===== src/rtl/rv_ctrl_pkg.sv =====
// Shared encodings for the multi-cycle RV32I control unit: FSM states, opcodes,
// ALU operation classes and datapath mux selects.
package rv_ctrl_pkg;

    typedef enum logic [3:0] {
        S_FETCH    = 4'd0,
        S_DECODE   = 4'd1,
        S_MEMADR   = 4'd2,
        S_MEMREAD  = 4'd3,
        S_MEMWB    = 4'd4,
        S_MEMWRITE = 4'd5,
        S_EXECR    = 4'd6,
        S_EXECI    = 4'd7,
        S_ALUWB    = 4'd8,
        S_JAL      = 4'd9,
        S_BEQ      = 4'd10,
        S_HALT     = 4'd11
    } state_t;

    localparam logic [6:0] OP_LW  = 7'b0000011;
    localparam logic [6:0] OP_SW  = 7'b0100011;
    localparam logic [6:0] OP_R   = 7'b0110011;
    localparam logic [6:0] OP_I   = 7'b0010011;
    localparam logic [6:0] OP_JAL = 7'b1101111;
    localparam logic [6:0] OP_BEQ = 7'b1100011;

    typedef enum logic [1:0] {
        ALUOP_ADD   = 2'b00,
        ALUOP_SUB   = 2'b01,
        ALUOP_FUNCT = 2'b10
    } aluop_t;

    localparam logic [2:0] ALU_ADD = 3'b000;
    localparam logic [2:0] ALU_SUB = 3'b001;
    localparam logic [2:0] ALU_AND = 3'b010;
    localparam logic [2:0] ALU_OR  = 3'b011;
    localparam logic [2:0] ALU_SLT = 3'b101;

    localparam logic [1:0] RES_ALUOUT    = 2'b00;
    localparam logic [1:0] RES_DATA      = 2'b01;
    localparam logic [1:0] RES_ALURESULT = 2'b10;

    localparam logic [1:0] SRCA_PC    = 2'b00;
    localparam logic [1:0] SRCA_OLDPC = 2'b01;
    localparam logic [1:0] SRCA_RD1   = 2'b10;

    localparam logic [1:0] SRCB_RD2  = 2'b00;
    localparam logic [1:0] SRCB_IMM  = 2'b01;
    localparam logic [1:0] SRCB_FOUR = 2'b10;

    localparam logic [1:0] IMM_I = 2'b00;
    localparam logic [1:0] IMM_S = 2'b01;
    localparam logic [1:0] IMM_B = 2'b10;
    localparam logic [1:0] IMM_J = 2'b11;

    // Immediate format depends only on the opcode, so it is valid in every state.
    function automatic logic [1:0] imm_sel(input logic [6:0] op);
        case (op)
            OP_SW:   return IMM_S;
            OP_BEQ:  return IMM_B;
            OP_JAL:  return IMM_J;
            default: return IMM_I;
        endcase
    endfunction

endpackage


===== src/rtl/rv_alu_dec.sv =====
// ALU decoder: maps the FSM's operation class plus instruction fields to the
// 3-bit ALU control code.
module rv_alu_dec
    import rv_ctrl_pkg::*;
(
    input  aluop_t      aluop,
    input  logic [2:0]  funct3,
    input  logic        op5,
    input  logic        funct7b5,
    output logic [2:0]  alu_control
);

    always_comb begin
        // NOTE: every path assigns alu_control (default arms included), so no latch is inferred.
        case (aluop)
            ALUOP_ADD: alu_control = ALU_ADD;
            ALUOP_SUB: alu_control = ALU_SUB;
            ALUOP_FUNCT: begin
                case (funct3)
                    // op5 separates R-type from I-type: addi never subtracts.
                    3'b000:  alu_control = (op5 && funct7b5) ? ALU_SUB : ALU_ADD;
                    3'b010:  alu_control = ALU_SLT;
                    3'b110:  alu_control = ALU_OR;
                    3'b111:  alu_control = ALU_AND;
                    default: alu_control = ALU_ADD;
                endcase
            end
            default: alu_control = ALU_ADD;
        endcase
    end

endmodule


===== src/rtl/rv_mc_control.sv =====
// Multi-cycle RV32I control unit: Moore FSM sequencing the shared datapath,
// with inline immediate decode and an ALU decoder sub-block.
module rv_mc_control
    import rv_ctrl_pkg::*;
#(
    parameter bit ILLEGAL_TRAP = 1'b0
) (
    input  logic        clk,
    input  logic        rst_n,
    input  logic [6:0]  op,
    input  logic [2:0]  funct3,
    input  logic        funct7b5,
    input  logic        zero,
    output logic        pc_write,
    output logic        adr_src,
    output logic        mem_write,
    output logic        ir_write,
    output logic        reg_write,
    output logic [1:0]  result_src,
    output logic [1:0]  alu_src_a,
    output logic [1:0]  alu_src_b,
    output logic [2:0]  alu_control,
    output logic [1:0]  imm_src,
    output logic        illegal,
    output logic        halted
);

    state_t state;
    aluop_t aluop;
    logic   supported;
    logic   pc_write_s;
    logic   mem_write_s;
    logic   ir_write_s;
    logic   reg_write_s;
    logic   illegal_s;
    logic   halted_s;

    assign supported = (op == OP_LW) || (op == OP_SW) || (op == OP_R) ||
                       (op == OP_I)  || (op == OP_JAL) ||
                       ((op == OP_BEQ) && (funct3 == 3'b000));

    always_ff @(posedge clk or negedge rst_n) begin
        // NOTE: non-blocking assignment keeps the state update race-free against other clocked logic.
        if (!rst_n) begin
            state <= S_FETCH;
        end else begin
            case (state)
                S_FETCH: state <= S_DECODE;
                S_DECODE: begin
                    if ((op == OP_LW) || (op == OP_SW))         state <= S_MEMADR;
                    else if (op == OP_R)                         state <= S_EXECR;
                    else if (op == OP_I)                         state <= S_EXECI;
                    else if (op == OP_JAL)                       state <= S_JAL;
                    else if ((op == OP_BEQ) && (funct3 == 3'b000)) state <= S_BEQ;
                    else                                         state <= ILLEGAL_TRAP ? S_HALT : S_FETCH;
                end
                S_MEMADR:   state <= (op == OP_LW) ? S_MEMREAD : S_MEMWRITE;
                S_MEMREAD:  state <= S_MEMWB;
                S_MEMWB:    state <= S_FETCH;
                S_MEMWRITE: state <= S_FETCH;
                S_EXECR:    state <= S_ALUWB;
                S_EXECI:    state <= S_ALUWB;
                S_ALUWB:    state <= S_FETCH;
                S_JAL:      state <= S_ALUWB;
                S_BEQ:      state <= S_FETCH;
                S_HALT:     state <= S_HALT;
                default:    state <= S_FETCH;
            endcase
        end
    end

    always_comb begin
        pc_write_s  = 1'b0;
        adr_src     = 1'b0;
        mem_write_s = 1'b0;
        ir_write_s  = 1'b0;
        reg_write_s = 1'b0;
        result_src  = RES_ALUOUT;
        alu_src_a   = SRCA_PC;
        alu_src_b   = SRCB_RD2;
        aluop       = ALUOP_ADD;
        illegal_s   = 1'b0;
        halted_s    = 1'b0;
        case (state)
            S_FETCH: begin
                ir_write_s = 1'b1;
                pc_write_s = 1'b1;
                alu_src_b  = SRCB_FOUR;
                result_src = RES_ALURESULT;
            end
            S_DECODE: begin
                alu_src_a = SRCA_OLDPC;
                alu_src_b = SRCB_IMM;
                illegal_s = !supported;
            end
            S_MEMADR: begin
                alu_src_a = SRCA_RD1;
                alu_src_b = SRCB_IMM;
            end
            S_MEMREAD: adr_src = 1'b1;
            S_MEMWB: begin
                result_src  = RES_DATA;
                reg_write_s = 1'b1;
            end
            S_MEMWRITE: begin
                adr_src     = 1'b1;
                mem_write_s = 1'b1;
            end
            S_EXECR: begin
                alu_src_a = SRCA_RD1;
                aluop     = ALUOP_FUNCT;
            end
            S_EXECI: begin
                alu_src_a = SRCA_RD1;
                alu_src_b = SRCB_IMM;
                aluop     = ALUOP_FUNCT;
            end
            S_ALUWB: reg_write_s = 1'b1;
            S_JAL: begin
                alu_src_a  = SRCA_OLDPC;
                alu_src_b  = SRCB_FOUR;
                pc_write_s = 1'b1;
            end
            S_BEQ: begin
                alu_src_a  = SRCA_RD1;
                aluop      = ALUOP_SUB;
                pc_write_s = zero;
            end
            S_HALT:  halted_s = 1'b1;
            default: ;
        endcase
    end

    // Strobes are gated by rst_n so an abandoned instruction can never leave a
    // write pulse on the register bank or memory while reset is asserted.
    assign pc_write  = pc_write_s  & rst_n;
    assign mem_write = mem_write_s & rst_n;
    assign ir_write  = ir_write_s  & rst_n;
    assign reg_write = reg_write_s & rst_n;
    assign illegal   = illegal_s   & rst_n;
    assign halted    = halted_s    & rst_n;

    assign imm_src = imm_sel(op);

    rv_alu_dec u_alu_dec (
        .aluop       (aluop),
        .funct3      (funct3),
        .op5         (op[5]),
        .funct7b5    (funct7b5),
        .alu_control (alu_control)
    );

endmodule

===== config.mk =====
export PLATFORM = sky130hd
export DESIGN_NAME = rv_mc_control
export DESIGN_NICKNAME = d
export VERILOG_FILES = /design/src/rtl/rv_ctrl_pkg.sv /design/src/rtl/rv_alu_dec.sv /design/src/rtl/rv_mc_control.sv
export SDC_FILE = /design/constraint.sdc
export NUM_CORES = 1
export LEC_CHECK = 0
export CORE_AREA = 3 3 40 42
export DETAILED_ROUTE_END_ITERATION = 16
export DIE_AREA = 0 0 43 45
export DONT_BUFFER_PORTS = 1
export HOLD_SLACK_MARGIN = 0.12
export PLACE_DENSITY = 0.65
export SETUP_SLACK_MARGIN = 0.3
export SLEW_MARGIN = 15
export SYNTH_ARGS = -nofsm -noshare
export SYNTH_HDL_FRONTEND = slang
export SYNTH_SLANG_ARGS = --single-unit

===== constraint.sdc =====
create_clock -name clk -period 3.8 [get_ports clk]
set_clock_uncertainty 0.1 [all_clocks]
set_input_delay 0.95 -clock clk [delete_from_list [all_inputs] [get_ports clk]]
set_output_delay 0.95 -clock clk [all_outputs]
set_load 0.05 [all_outputs]

==> results of run 1 <==
[worst register-to-register path: cells and delay by family (launching register included)]
family,cells,cell delay (ns)
compound gates,1,0.23
flops,1,0.57
simple gates,2,0.62
[metal layers]
metal / part of all wire / global-route usage / vias up
met5: 0 / 0 / -
met2: 0.51 / 0.272 / 17
met4: 0.010 / 0.0723 / 0
met1: 0.41 / 0.200 / 305
li1: - / - / 327
met3: 0.068 / 0.0199 / 2
[worst paths after layout]
kind / to / depth (start not counted) / from
min reg2reg: state[1] / 1 / state[2]
min: state[0] / 0 / rst_n
max in group asynchronous: state[1] / 0 / rst_n
max: alu_control[2] / 6 / state[2]
min in group clk: state[1] / 1 / state[2]
max reg2reg: state[1] / 3 / state[3]
[power by group through the flow]
stage               sequential, mW  combinational (mW)  clock (mW)
floorplan                   0.0572               0.228           0
global placement            0.0743               0.264           0
detailed placement          0.0744               0.265           0
CTS                         0.0737               0.266      0.0538
global route                0.0768               0.280      0.0569
finish                      0.0739               0.263      0.0509
[layout make-up]
cell class / count / area, um2 / area share
well taps: 15 / 18.8 / 0.0246
inverters: 8 / 30.0 / 0.0394
multi-input cells: 69 / 523 / 0.686
repair buffers: 9 / 67.6 / 0.0887
clock buffers: 3 / 22.5 / 0.0296
flip-flops and latches: 4 / 100 / 0.131
[metrics by stage]
stage                     std cells  utilization
final                           108        0.593
after global routing            108        0.593
after CTS                       108        0.593
after detailed placement        105        0.575
after global placement          105        0.575
after floorplan                  85            -
[cell families (layout without fill, tap and decap cells)]
| kind of cell | count (synthesis) | in the layout | share of synthesized area |
|---|---|---|---|
| and+or+nand+nor | 48 | 48 | 0.482 |
| AOI/OAI and AO/OA | 16 | 16 | 0.196 |
| buffers and inverters | 12 | 20 | 0.0874 |
| DFF | 4 | 4 | 0.155 |
| xor gates and xnor gates | 3 | 3 | 0.0408 |
| adders and majority gates | 2 | 2 | 0.0388 |
[placed cells by master, fill, tap and decap left out, types with 2 or more instances in the layout]
cell	instances
nor3_2	2
nor4_2	2
buf_4	9
and2_1	3
a21oi_1	3
nor3_1	3
a2bb2oi_1	2
clkbuf_4	3
nand3_1	2
nor2b_1	3
dfrtp_1	4
inv_1	8
ha_1	2
and4b_1	2
nor3b_1	3
nand2_1	7
nand4_1	2
xnor2_1	2
and3_1	3
nor2_1	5
==> impl_metrics.py, run 1 <==
metrics = {
    "outcome": {
        "status": "completed",
    },
    "place": {
        "hpwlAfterDp_um": 1170,
        "portBuffers": 0,
        "place_congestion": 0.832,
        "placed_cell_area_um2": 739,
        "dp_slack_ns": 0.800,
    },
    "layout": {
        "area_growth_pct": 18.3,
        "regMostFlops": "state",
        "insertedDiodeCount": 0,
        "largestRegisters": "state: 4 flops",
        "stdcell_area_um2": 762,
        "nets": 111,
        "drive_above_1_share": 0.258,
        "nFillCells": 129,
        "largest_reg_flops": 4,
    },
    "detailed_routing": {
        "wl_per_cell_um": 13.3,
        "postRouteAntennaNets": 0,
        "drc": 0,
        "drtIter0Drc": 10,
        "dr_total_vias": 651,
        "drt_wl_total_um": 1430,
        "via_per_inst": 6.03,
        "dr.pass1.iters": 4,
    },
    "floorplan": {
        "rows": 13,
        "start_util": 0.501,
        "die_h_um": 45,
        "die_x_um": 43,
        "dieArea_um2": 1940,
        "fp.coreArea_um2": 1280,
        "io_pins": 32,
    },
    "logic_synthesis": {
        "synth_nets": 101,
        "synth_area_leaders": "dfrtp_1 16%, inv_1 4.7%, nor3b_1 4.7%",
        "synth-edff-count": 0,
        "synth_cell_types": 41,
        "syn_area_um2": 644,
        "yosysMostFrequentCell": "inv_1",
        "async_reset_ff_frac": 1.00,
        "synth_top_area_frac": 0.155,
        "ys_ff_latch": 4,
        "yosysWarnings": 0,
        "synth-seq-area-share": 0.155,
        "postSynthAreaPerCell_um2": 7.58,
        "yosys.area.top_type": "dfrtp_1",
        "syn-instance-count": 85,
        "ys.flop_type": "dfrtp_1",
        "netlist_top_cells_count": "8 x inv_1, 7 x nand2_1, 5 x nor2_1, 5 x nor3_1",
    },
    "worst_setup_path": {
        "crit_buf_inv": 2,
        "path_cells": "nor2b_1 -> and2_1 -> inv_1 -> ha_1 -> nor4_2 -> buf_4",
        "cpPeakStageDelay_ns": 0.66,
        "critPathArrivalTime_ns": 2.18,
        "critical_path.slowest_cell": "dfrtp_1",
        "critPathKind": "reg -> out",
        "cp.required_ns": 2.75,
        "cp_top_family": "simple AND/OR/NAND/NOR gates",
        "ff2ff_setup_slack_ns": 2.18,
        "crit_path_end_kind": "output port",
        "crit_path_start_kind": "flop",
        "cp_max_fo": 14,
    },
    "power": {
        "post-layout-total-power_mw": 0.388,
        "clkPwrFrac": 0.131,
        "pwr-share-comb": 0.678,
        "p_switching_mw": 0.222,
        "power.density_nw_per_um2": 509,
        "leakage_nw": 0.331,
        "power.internal_mw": 0.166,
        "swShare": 0.573,
        "seq_power_share": 0.191,
        "ir_drop_mv": 0.321,
    },
    "cts": {
        "clkTransAtPathRegs_ns": 0.03,
        "cts_buffer_depth": 2,
        "cts_made_buffers": 3,
        "cts-root-buf": "clkbuf_4",
        "cts.sinks": 4,
        "cts_max_level": 1,
        "cts_hold_buf": 0,
        "postCtsSetupBuffers": 0,
        "clkLatencyLatePin_ns": 0.23,
        "cts-resized-gates": 0,
        "cts_tree": "built",
    },
    "global_routing": {
        "grt_max_degree": 18,
        "antenna_found_initial": 0,
        "grt_pass1_vias": 572,
        "track_usage": 0.159,
        "grt_pass1_wl_um": 2350,
        "overflow": 0,
    },
    "timing": {
        "worst_slew_pin_slew_ns": 0.852,
        "fmax_mhz": 310,
        "setup_ws_ns": 0.572,
        "tns_ns": 0,
        "whs_ns": 0.315,
        "maxSlewViolCount": 0,
        "slew_headroom": 0.429,
        "min_period_ns": 3.23,
        "hold_viol": 0,
        "grt_setup_unrepaired": "false",
        "fin_crit_sh": 0.850,
        "setup_viol": 0,
    },
    "flow_run": {
        "maxCapViolCount": 0,
    },
    "hold_path": {
        "hold_class": "in -> async",
    },
}
(Power assumes the default switching activity.)
==> run 2, diff against run 1 <==
--- a/config.mk
+++ b/config.mk
@@ -10,7 +10,7 @@
 export DIE_AREA = 0 0 43 45
 export DONT_BUFFER_PORTS = 1
 export HOLD_SLACK_MARGIN = 0.12
-export PLACE_DENSITY = 0.65
+export PLACE_DENSITY = 0.68
 export SETUP_SLACK_MARGIN = 0.3
 export SLEW_MARGIN = 15
 export SYNTH_ARGS = -nofsm -noshare
==> constraint.sdc (replaced) <==
create_clock -name clk -period 2.9 [get_ports clk]
set_clock_uncertainty 0.1 [all_clocks]
set_input_delay 0.725 -clock clk [delete_from_list [all_inputs] [get_ports clk]]
set_output_delay 0.725 -clock clk [all_outputs]
set_load 0.05 [all_outputs]
==> impl_metrics.py, run 2 (same netlist as run 1, synthesis figures left out) <==
metrics = {
    "detailed_routing": {
        "drc": 0,
        "dr_total_vias": 750,
        "postRouteAntennaNets": 0,
        "dr.pass1.iters": 4,
        "drtIter0Drc": 10,
        "via_per_inst": 6.15,
        "wl_per_cell_um": 16.4,
        "drt_wl_total_um": 2000,
    },
    "timing": {
        "fin_crit_sh": 0.920,
        "worst_slew_pin_slew_ns": 0.576,
        "min_period_ns": 2.67,
        "hold_viol": 0,
        "fmax_mhz": 375,
        "maxSlewViolCount": 0,
        "grt_setup_unrepaired": "true",
        "tns_ns": 0,
        "setup_viol": 0,
        "slew_headroom": 0.618,
    },
    "global_routing": {
        "track_usage": 0.213,
        "grt_max_degree": 15,
        "antenna_found_initial": 0,
        "grt_pass1_vias": 666,
        "grt_pass1_wl_um": 3080,
        "overflow": 0,
    },
    "worst_setup_path": {
        "r2r_cells": 5,
        "crit_path_start_kind": "flop",
        "ff2ff_setup_slack_ns": 1.22,
        "crit_path_end_kind": "output port",
        "cp_max_fo": 3,
        "critPathArrivalTime_ns": 1.84,
        "reg2reg_to": "state[3]",
        "cp.required_ns": 2.08,
        "timing.rr.start": "state[2]",
        "critPathKind": "reg -> out",
    },
    "outcome": {
        "status": "completed",
    },
    "hold_path": {
        "hold_start": "op[5]",
        "min_path_cells": 3,
        "holdPathEnd": "state[0]",
        "hold_class": "in -> reg",
    },
    "layout": {
        "largestRegisters": "state: 4 flops",
        "regMostFlops": "state",
        "nFillCells": 97,
        "final_cells": 122,
        "area_growth_pct": 50.5,
        "nets": 125,
        "layout_common_cells": "17 x buf_4, 7 x nand2_1, 6 x inv_1, 5 x nor2_1",
        "drive_above_1_share": 0.449,
        "largest_reg_flops": 4,
        "insertedDiodeCount": 0,
        "final_common_cell": "buf_4",
    },
    "power": {
        "power.density_nw_per_um2": 588,
        "leakage_nw": 0.415,
        "ir_drop_mv": 0.434,
    },
    "place": {
        "portBuffers": 0,
        "dpl.cell_count": 112,
        "hpwlAfterDp_um": 1300,
        "place_congestion": 0.808,
    },
    "floorplan": {
        "io_pins": 32,
        "start_util": 0.501,
        "rows": 13,
        "fp.coreArea_um2": 1280,
        "die_h_um": 45,
        "dieArea_um2": 1940,
        "die_x_um": 43,
    },
    "cts": {
        "cts_max_level": 1,
        "cts_tree": "built",
        "cts_made_buffers": 3,
        "cts-root-buf": "clkbuf_4",
        "cts_buffer_depth": 2,
        "clkTransAtPathRegs_ns": 0.04,
        "cts.sinks": 4,
        "clkLatencyLatePin_ns": 0.24,
    },
    "flow_run": {
        "maxCapViolCount": 0,
    },
}
## run 2: cell count changes in the layout (fill, tap and decap cells not counted), sizes merged
cell,previous run,this run
buf,9,22
clkinvlp,0,1
dlygate4sd3,0,1
inv,8,7
## run 2: power by group
group	leakage, nW	switching [mW]	internal [mW]	total, mW
combinational	0.348	0.285	0.142	0.427
sequential	0.0532	0.00617	0.0643	0.0705
clock	0.0138	0.0265	0.0465	0.0730
total	0.415	0.318	0.253	0.571
## run 2: metrics by stage
stage	total power, mW	util	hold slack [ns]	cell area (um2)	worst slack, ns
after floorplan	0.385	-	0.329	699	0.00702
after global placement	0.476	0.642	0.330	825	0.379
after detailed placement	0.480	0.642	0.330	825	0.372
after CTS	0.561	0.699	0.598	898	0.286
after global routing	0.600	0.755	0.633	970	0.162
final	0.571	0.755	0.600	970	0.232
## run 2: worst max path at each step
stage / from / endpoint / slack, ns / depth (start not counted)
after detailed placement: op[2] / imm_src[0] / 0.37 / 3
after CTS: state[3] / alu_control[0] / 0.29 / 8
after global placement: op[2] / imm_src[0] / 0.38 / 3
after floorplan: state[1] / alu_control[2] / 0.007 / 5
final: state[3] / alu_control[0] / 0.23 / 8
after global routing: state[3] / alu_control[0] / 0.16 / 8
## run 2: metal layers
layer / share of wire / track usage / routed length (um)
met3: 0.051 / 0.0558 / 102
met1: 0.42 / 0.268 / 831
met5: 0 / 0 / 0
met2: 0.52 / 0.353 / 1030
met4: 0.017 / 0.0783 / 33
## run 2: repair_timing
action,4_1_cts,5_1_grt
hold buffers,1,0
resized for setup,7,10
endpoints found under the setup margin,4,4
hold endpoints to repair,4,0
setup buffers,3,3
pin swaps,3,3
## run 2: final cells by class
cell class / count / area (um2) / share of cell area
Inverter: 8 / 33.8 / 0.0348
Timing Repair Buffer: 23 / 203 / 0.209
Multi-Input combinational cell: 69 / 592 / 0.610
Sequential cell: 4 / 100 / 0.103
Tap cell: 15 / 18.8 / 0.0194
Clock buffer: 3 / 22.5 / 0.0232
## run 2: critical path: stages (launching register included)
cell	delay [ns]
dfrtp_1	0.41
buf_6	0.14
and4bb_2	0.26
inv_2	0.08
ha_4	0.14
nor2b_1	0.15
o21ai_1	0.10
a21oi_2	0.15
buf_6	0.17
